--- src/rtl/mem_port_arbiter_if.sv ---
// Bus bundle between the MIPS datapath (fetch and load/store ports), the arbiter and the data memory.
// The slave modport is the arbiter's view; master is the datapath/memory side.
interface mem_port_arbiter_if;
    logic        i_req;
    logic [63:0] i_addr;
    logic        i_gnt;
    logic        i_rvalid;
    logic [31:0] i_rdata;

    logic        d_req;
    logic [1:0]  d_we;
    logic [63:0] d_addr;
    logic [63:0] d_wdata;
    logic        d_gnt;
    logic        d_rvalid;
    logic [63:0] d_rdata;

    logic        mem_en;
    logic [1:0]  mem_we;
    logic [63:0] mem_addr;
    logic [63:0] mem_wdata;
    logic [63:0] mem_rdata;

    logic        busy;

    modport slave (
        input  i_req, i_addr, d_req, d_we, d_addr, d_wdata, mem_rdata,
        output i_gnt, i_rvalid, i_rdata, d_gnt, d_rvalid, d_rdata,
               mem_en, mem_we, mem_addr, mem_wdata, busy
    );

    modport master (
        output i_req, i_addr, d_req, d_we, d_addr, d_wdata, mem_rdata,
        input  i_gnt, i_rvalid, i_rdata, d_gnt, d_rvalid, d_rdata,
               mem_en, mem_we, mem_addr, mem_wdata, busy
    );
endinterface

--- src/rtl/mem_port_arbiter.sv ---
// Single-outstanding arbiter sharing one 64-bit memory port between instruction fetch and load/store.
// Load/store has priority; a saturating starvation counter forces a pending fetch through.
module mem_port_arbiter #(
    parameter int MEM_LAT    = 2,
    parameter int STARVE_MAX = 4
) (
    input logic               clk,
    input logic               reset,
    mem_port_arbiter_if.slave bus
);

    localparam logic [0:0] IDLE = 1'b0;
    localparam logic [0:0] WAIT = 1'b1;

    localparam int SW = $clog2(STARVE_MAX + 1);
    localparam int LW = $clog2(MEM_LAT + 1);

    localparam logic [SW-1:0] STARVE_LIM = SW'(STARVE_MAX);
    localparam logic [LW-1:0] LAT_INIT   = LW'(MEM_LAT - 1);

    logic [0:0]    state;
    logic [LW-1:0] lat_cnt;
    logic [SW-1:0] starve_cnt;
    logic          owner_d;
    logic          i_hi;

    logic          can_grant;
    logic          force_i;
    logic          pick_d;
    logic          pick_i;
    logic          d_is_read;

    function automatic logic [SW-1:0] sat_inc(input logic [SW-1:0] v);
        return (v >= STARVE_LIM) ? STARVE_LIM : v + SW'(1);
    endfunction

    // Winner selection: reset suppresses any grant in the same cycle.
    always_comb begin
        can_grant = (state == IDLE) && !reset;
        force_i   = bus.i_req && (starve_cnt == STARVE_LIM);
        pick_d    = can_grant && bus.d_req && !force_i;
        pick_i    = can_grant && bus.i_req && !pick_d;
        d_is_read = (bus.d_we == 2'b00);
    end

    always_comb begin
        bus.i_gnt     = pick_i;
        bus.d_gnt     = pick_d;
        bus.mem_en    = pick_i || pick_d;
        bus.mem_we    = 2'b00;
        bus.mem_addr  = '0;
        bus.mem_wdata = '0;
        if (pick_d) begin
            bus.mem_we    = bus.d_we;
            bus.mem_addr  = bus.d_addr;
            bus.mem_wdata = bus.d_wdata;
        end else if (pick_i) begin
            bus.mem_addr  = bus.i_addr;
        end
    end

    assign bus.busy = (state != IDLE);

    always_ff @(posedge clk) begin
        if (reset) begin
            state        <= IDLE;
            lat_cnt      <= '0;
            starve_cnt   <= '0;
            owner_d      <= 1'b0;
            i_hi         <= 1'b0;
            bus.i_rvalid <= 1'b0;
            bus.d_rvalid <= 1'b0;
            bus.i_rdata  <= '0;
            bus.d_rdata  <= '0;
        end else begin
            bus.i_rvalid <= 1'b0;
            bus.d_rvalid <= 1'b0;

            if (pick_d) begin
                starve_cnt <= bus.i_req ? sat_inc(starve_cnt) : '0;
            end else if (pick_i) begin
                starve_cnt <= '0;
            end

            case (state)
                IDLE: begin
                    // Stores complete in the grant cycle; only reads occupy the port.
                    if (pick_i || (pick_d && d_is_read)) begin
                        state   <= WAIT;
                        lat_cnt <= LAT_INIT;
                        owner_d <= pick_d;
                        i_hi    <= bus.i_addr[2];
                    end
                end
                WAIT: begin
                    if (lat_cnt == '0) begin
                        state <= IDLE;
                        if (owner_d) begin
                            bus.d_rdata  <= bus.mem_rdata;
                            bus.d_rvalid <= 1'b1;
                        end else begin
                            bus.i_rdata  <= i_hi ? bus.mem_rdata[63:32] : bus.mem_rdata[31:0];
                            bus.i_rvalid <= 1'b1;
                        end
                    end else begin
                        lat_cnt <= lat_cnt - LW'(1);
                    end
                end
                default: state <= IDLE;
            endcase
        end
    end

endmodule

--- src/flat_wrapper.sv ---
// flat-port wrapper written by rule: the top's interface ports become plain ports
module mem_port_arbiter_flat 
#(
    parameter int MEM_LAT    = 2,
    parameter int STARVE_MAX = 4
)
  (clk, reset, bus_i_req, bus_i_addr, bus_d_req, bus_d_we, bus_d_addr, bus_d_wdata, bus_mem_rdata, bus_i_gnt, bus_i_rvalid, bus_i_rdata, bus_d_gnt, bus_d_rvalid, bus_d_rdata, bus_mem_en, bus_mem_we, bus_mem_addr, bus_mem_wdata, bus_busy);
  mem_port_arbiter_if bus_i ();
  input logic clk;
  input logic reset;
  input wire logic [$bits(bus_i.i_req)-1:0] bus_i_req;
  input wire logic [$bits(bus_i.i_addr)-1:0] bus_i_addr;
  input wire logic [$bits(bus_i.d_req)-1:0] bus_d_req;
  input wire logic [$bits(bus_i.d_we)-1:0] bus_d_we;
  input wire logic [$bits(bus_i.d_addr)-1:0] bus_d_addr;
  input wire logic [$bits(bus_i.d_wdata)-1:0] bus_d_wdata;
  input wire logic [$bits(bus_i.mem_rdata)-1:0] bus_mem_rdata;
  output wire logic [$bits(bus_i.i_gnt)-1:0] bus_i_gnt;
  output wire logic [$bits(bus_i.i_rvalid)-1:0] bus_i_rvalid;
  output wire logic [$bits(bus_i.i_rdata)-1:0] bus_i_rdata;
  output wire logic [$bits(bus_i.d_gnt)-1:0] bus_d_gnt;
  output wire logic [$bits(bus_i.d_rvalid)-1:0] bus_d_rvalid;
  output wire logic [$bits(bus_i.d_rdata)-1:0] bus_d_rdata;
  output wire logic [$bits(bus_i.mem_en)-1:0] bus_mem_en;
  output wire logic [$bits(bus_i.mem_we)-1:0] bus_mem_we;
  output wire logic [$bits(bus_i.mem_addr)-1:0] bus_mem_addr;
  output wire logic [$bits(bus_i.mem_wdata)-1:0] bus_mem_wdata;
  output wire logic [$bits(bus_i.busy)-1:0] bus_busy;
  assign bus_i.i_req = bus_i_req;
  assign bus_i.i_addr = bus_i_addr;
  assign bus_i.d_req = bus_d_req;
  assign bus_i.d_we = bus_d_we;
  assign bus_i.d_addr = bus_d_addr;
  assign bus_i.d_wdata = bus_d_wdata;
  assign bus_i.mem_rdata = bus_mem_rdata;
  assign bus_i_gnt = bus_i.i_gnt;
  assign bus_i_rvalid = bus_i.i_rvalid;
  assign bus_i_rdata = bus_i.i_rdata;
  assign bus_d_gnt = bus_i.d_gnt;
  assign bus_d_rvalid = bus_i.d_rvalid;
  assign bus_d_rdata = bus_i.d_rdata;
  assign bus_mem_en = bus_i.mem_en;
  assign bus_mem_we = bus_i.mem_we;
  assign bus_mem_addr = bus_i.mem_addr;
  assign bus_mem_wdata = bus_i.mem_wdata;
  assign bus_busy = bus_i.busy;
  mem_port_arbiter #(.MEM_LAT(MEM_LAT), .STARVE_MAX(STARVE_MAX)) u_core (.clk(clk), .reset(reset), .bus(bus_i));
endmodule
--- config.mk ---
export PLATFORM = sky130hd
export DESIGN_NAME = mem_port_arbiter_flat
export DESIGN_NICKNAME = d
export VERILOG_FILES = /design/src/rtl/mem_port_arbiter_if.sv /design/src/rtl/mem_port_arbiter.sv /design/src/flat_wrapper.sv
export SDC_FILE = /design/constraint.sdc
export NUM_CORES = 1
export LEC_CHECK = 0
export ABC_AREA = 0
export BUFFER_PORTS_ARGS = -buffer_cell sky130_fd_sc_hd__buf_4
export CELL_PAD_IN_SITES_DETAIL_PLACEMENT = 1
export CELL_PAD_IN_SITES_GLOBAL_PLACEMENT = 2
export CORE_AREA = 2 2 195 197
export CTS_CLUSTER_SIZE = 8
export DETAILED_ROUTE_END_ITERATION = 16
export DIE_AREA = 0 0 197 199
export PLACE_DENSITY_LB_ADDON = 0.2
export SLEW_MARGIN = 0
export SYNTH_ARGS = -nofsm -noshare
export SYNTH_HDL_FRONTEND = slang
export SYNTH_SLANG_ARGS = --single-unit
--- constraint.sdc ---
create_clock -name clk -period 4.2 [get_ports clk]
set_input_delay 0.84 -clock clk [delete_from_list [all_inputs] [get_ports clk]]
set_output_delay 0.84 -clock clk [all_outputs]
set_load 0.01 [all_outputs]
# After elaboration in Yosys (flattened, before gate mapping)
# Cells that the tools add are included.
# op_classes
n_lt_le_gt_ge,1
add_sub_neg,2
eq_ne,3
reduce_logical,20
n_bitwise,3
n_mux,17
# op_table
cell,count
$mux 64,3
$mux 32,1
$mux 3,4
$logic_and 1x1->1,7
$mux 2,3
$reduce_and 3->1,2
$logic_not 2->1,2
$mux 1,4
$ne 2x2->1 const B,2
$pmux 2 s2,1
$reduce_and 2->1,2
$add 3x1->3 const B,1
$eq 3x3->1 const B,1
$ge 3x3->1 const B,1
$logic_not 1->1,3
$not 1->1,3
$reduce_or 3->1,1
$logic_or 1x1->1,2
$pmux 1 s2,1
$reduce_bool 2->1,1
$sub 2x1->2 const B,1
# word_totals
regBits,106
elab_cells,55
input_bits,262
out_inout_bits,232

# Depth between registers and ports, before layout
# depth
ltp_word,9
depth_mapped,8
depth_no_buf,6

# Worst setup path after synthesis
# No wires, ideal clock.
# synth_timing
path_type,input to output
from,input port reset
to,output port bus_mem_addr[14]
t_arrival_ps,2048
cell_stages,7
path_buffers,4
required_ps,3360
path_slack_ps,1312
cell_sequence,buf_2 -> or2_1 -> buf_2 -> a211oi_2 -> buf_6 -> buf_6 -> a22o_1
# synth_via
elab_chain_cells,8
word_cells_on_any_way,9
classes_between,2 x mux; 7 x reduce/logical
# synth_rtl
element,line_no,rtl
start: declaration,flat_wrapper.sv:10,input logic reset;
$logic_not 1->1 (*),mem_port_arbiter.sv:39,can_grant = (state == IDLE) && !reset;
$logic_and 1x1->1 (*),mem_port_arbiter.sv:39,
$logic_and 1x1->1 (2 in series),mem_port_arbiter.sv:41,pick_d = can_grant && bus.d_req && !force_i;
$logic_not 1->1,mem_port_arbiter.sv:42,pick_i = can_grant && bus.i_req && !pick_d;
$logic_and 1x1->1,mem_port_arbiter.sv:42,
$mux 64,mem_port_arbiter.sv:57,end else if (pick_i) begin
$mux 64 (*),mem_port_arbiter.sv:53,if (pick_d) begin
end: declaration,flat_wrapper.sv:26,output wire logic [$bits(bus_i.mem_addr)-1:0] bus_mem_addr;
# Mark *: on every way between the ends. The rest lies on a longest branch, timed or not.

# Final worst setup path
# layout_timing
from,register u_core.starve_cnt[0]
to,output port bus_mem_wdata[19]
# layout_via
elab_chain_cells,5
# layout_rtl
element,line_no,rtl
start: declaration,mem_port_arbiter.sv:23,logic [SW-1:0] starve_cnt;
start signal: assignment,mem_port_arbiter.sv:80,starve_cnt <= bus.i_req ? sat_inc(starve_cnt) : '0;
$eq 3x3->1,mem_port_arbiter.sv:40,force_i = bus.i_req && (starve_cnt == STARVE_LIM);
$logic_and 1x1->1,mem_port_arbiter.sv:40,
$logic_not 1->1,mem_port_arbiter.sv:41,
$logic_and 1x1->1,mem_port_arbiter.sv:41,
$mux 64,mem_port_arbiter.sv:53,
end: declaration,flat_wrapper.sv:27,output wire logic [$bits(bus_i.mem_wdata)-1:0] bus_mem_wdata;
# No other way between the ends.

==> results.cfg <==
[power_and_ir_drop]
p_clk_share_pct = 35.2
power_mw = 2.68
p_sw_share_pct = 27.7
p_seq_share_pct = 39.6
p_sw_uw = 742
p_comb_share_pct = 25.2
p_int_mw = 1.94
powerDensity_mw_per_mm2 = 278
leakagePower_nw = 4.37
ir_drop_uv = 178

[placement]
gp_congestion = 0.894
post-dp-hpwl_microns = 31100
placed_area_sq_mm = 0.00930
io_buffer_count = 493

[hold_path]
holdPathStages = 2
min_to = u_core.bus.d_rdata[40]
hp-class = flop to flop
worstHoldStart = u_core.bus.d_rdata[40]

[route]
via_per_inst = 4.14
vias = 6510
drt-pass1-iter-count = 4
drt-total-wl_microns = 38000
ant_nets = 0
drtIter0Drc = 163
route.detailed.drc = 0
wl_per_cell_microns = 24.2

[cts]
clockBufferDepth = 2
cts-root-buf = clkbuf_16
cts_hold_buf = 0
clk_latency_ns = 0.35
numClockSinks = 106
post_cts_resized = 0
post_cts_buffers = 0
cts.htree.levels = 3
clkTransAtPathRegs_ns = 0.07
cts_tree = yes
cts_buffers = 9

[critical_path]
r2r-end = u_core.bus.i_rdata[24]
crit_buf_inv = 5
worstSetupEndpointType = output port
timing.rr.start = u_core.lat_cnt[0]
cp_slowest_cell = inv_4
crit_arrival_ns = 2.51
slowest_delay_ns = 0.38
r2r_slack_ns = 1.85
critical_path.max_fanout = 72
start_kind = flop
worstPathCellList = inv_1 -> ha_1 -> nand3_1 -> nand3_1 -> inv_4 -> buf_12 -> buf_4 -> and2_1 -> buf_4
crit_family = buffers and inverters
crit_type = flop to output port
cp.required_ns = 3.36
r2r_cells = 6

[logic_synthesis]
synth_cells = 632
avgSynthCellArea_sq_um = 8.17
synth.largest_area_cell = dfxtp_1
syn_nets = 897
yosys-top-cells-area = dfxtp_1 41%, a22o_1 11%, nand2_1 9.4%
yosysSeqAreaShare_pct = 41.1
ys_types = 31
synth-seq-cells = 106
ys_warn_count = 0
syn_area_sq_mm = 0.00516
synth_top_area_share_pct = 41.1

[timing]
drv_slew = 0
fin_crit_sh_pct = 79.7
clock_skew_ns = 0.00993
maxSlewHeadroom_pct = 26.3
setup_tns_ns = 0
finalHoldViolCount = 0
rsz0062_at_grt = false
period_minus_slack_ns = 3.35
fmax_mhz = 299
tightest_slew_ns = 1.11
setup_viol = 0

[global_routing]
grt_remaining_overflow = 0
grt_max_degree = 81
grt_pass1_wl_microns = 50500
grt_pass1_vias = 6587
antenna_found_initial = 16
grt_usage_pct = 18.3

[floorplanning]
die_w_microns = 197
dieArea_sq_mm = 0.0392
die_h_microns = 199
core.rowCount = 71
io_pins = 494
coreArea_sq_mm = 0.0371
start_util_pct = 13.9

[layout]
nets = 1352
drive_gt1_share_pct = 48.3
stdcell_area_sq_mm = 0.00964
fin_util_pct = 25.9
syn_to_final_growth_pct = 86.7

[outcome]
outcome = finished clean

[run]
cap_violations = 0
==> Yosys cell counts (all sizes together) <==
cell type,instances
nor2,37
mux2i,32
a21oi,69
nand3,3
a211oi,33
and3b,2
o31ai,1
o32ai,2
mux2,1
nor2b,3
dfxtp,106
ha,3
nand2b,1
o21ai,2
or3,1
nand4,3
or2,2
clkbuf,32
a22o,64
a311o,1
and2,67
o31a,1
and3,1
a311oi,1
buf,28
inv,7
nand2,129
==> worst max-delay path by stage <==
stage / startpoint / to / slack (ns) / depth (start not counted)
after floorplan: reset / bus_mem_addr[14] / 1.31 / 7
after global placement: bus_i_req / bus_mem_wdata[19] / 0.89 / 8
after global routing: u_core.starve_cnt[0] / bus_mem_wdata[38] / 0.60 / 9
final: u_core.starve_cnt[0] / bus_mem_wdata[19] / 0.85 / 9
after detailed placement: bus_i_req / bus_mem_wdata[19] / 0.87 / 8
after CTS: u_core.starve_cnt[0] / bus_mem_wdata[19] / 0.81 / 9
==> final cells by class <==
type / instances / area [sq um]
Antenna cell: 5 / 12.5
Clock buffer: 11 / 243
Clock inverter: 5 / 77.6
Fill cell: 4479 / 27500
Inverter: 7 / 28.8
Multi-Input combinational cell: 459 / 2750
Sequential cell: 106 / 2120
Tap cell: 474 / 593
Timing Repair Buffer: 504 / 3810
==> power groups by stage <==
stage / sequential [mW] / clock [mW] / combinational, mW
6_report: 1.06 / 0.943 / 0.676
3_5_place_dp: 1.08 / 0 / 0.687
3_3_place_gp: 1.08 / 0 / 0.691
2_1_floorplan: 1.08 / 0 / 0.236
4_1_cts: 1.06 / 0.987 / 0.692
5_1_grt: 1.06 / 1.02 / 0.726
==> layout by cell type, fill, tap and decap left out, types with 2 or more instances in the layout <==
cell	n
buf_4	502
nand2_1	129
dfxtp_1	105
a21oi_1	69
and2_1	67
a22o_1	64
nor2_1	37
mux2i_1	32
a211oi_1	32
clkbuf_16	9
inv_1	6
diode_2	5
nor2b_1	3
nand4_1	3
ha_1	3
nand3_1	2
o21ai_0	2
o32ai_1	2
clkinv_2	2
bufinv_16	2
buf_12	2
==> flip-flops by register name, summed over array words and instances, names as in the netlist <==
register	count
u_core.bus.i_rdata	32
u_core.owner_d	1
u_core.bus.d_rdata	64
u_core.bus.d_rvalid	1
u_core.bus.busy	1
u_core.i_hi	1
u_core.lat_cnt	2
u_core.bus.i_rvalid	1
u_core.starve_cnt	3
==> cell families (layout without fill, tap and decap cells) <==
group | after synthesis | in the layout | synth area share [%]
flops | 106 | 106 | 41.1
compound gates | 174 | 174 | 23.7
simple gates | 249 | 249 | 22.2
mux | 33 | 33 | 6.42
buf+inv | 67 | 527 | 5.92
fa+ha+maj | 3 | 3 | 0.727
other cells | 0 | 5 | 0
==> per-stage QoR <==
| stage | setup WS (ns) | std cells | hold slack (ns) |
|---|---|---|---|
| 6_report | 0.854 | 1571 | 0.454 |
| 5_1_grt | 0.602 | 1568 | 0.471 |
| 4_1_cts | 0.814 | 1566 | 0.459 |
| 3_5_place_dp | 0.868 | 1550 | 0.448 |
| 3_3_place_gp | 0.887 | 1550 | 0.444 |
| 2_1_floorplan | 1.31 | 632 | 0.466 |
==> per-layer routing <==
layer	wire length (microns)	part of all wire (%)	GRT usage [%]	vias to the layer above
met2	18800	50	31.9	258
li1	-	-	-	3099
met3	4090	11	8.92	58
met4	964	2.5	5.88	26
met1	13900	37	19.4	3069
met5	161	0.42	0	-
==> worst min-delay path: cells and delay by family (launching register included) <==
kind / cells / cell delay, ns
flip-flops: 1 / 0.31
AND/OR/NAND/NOR: 1 / 0.05
AO/OA/AOI/OAI: 1 / 0.05
No activity file was read; power rests on OpenSTA's default activity.
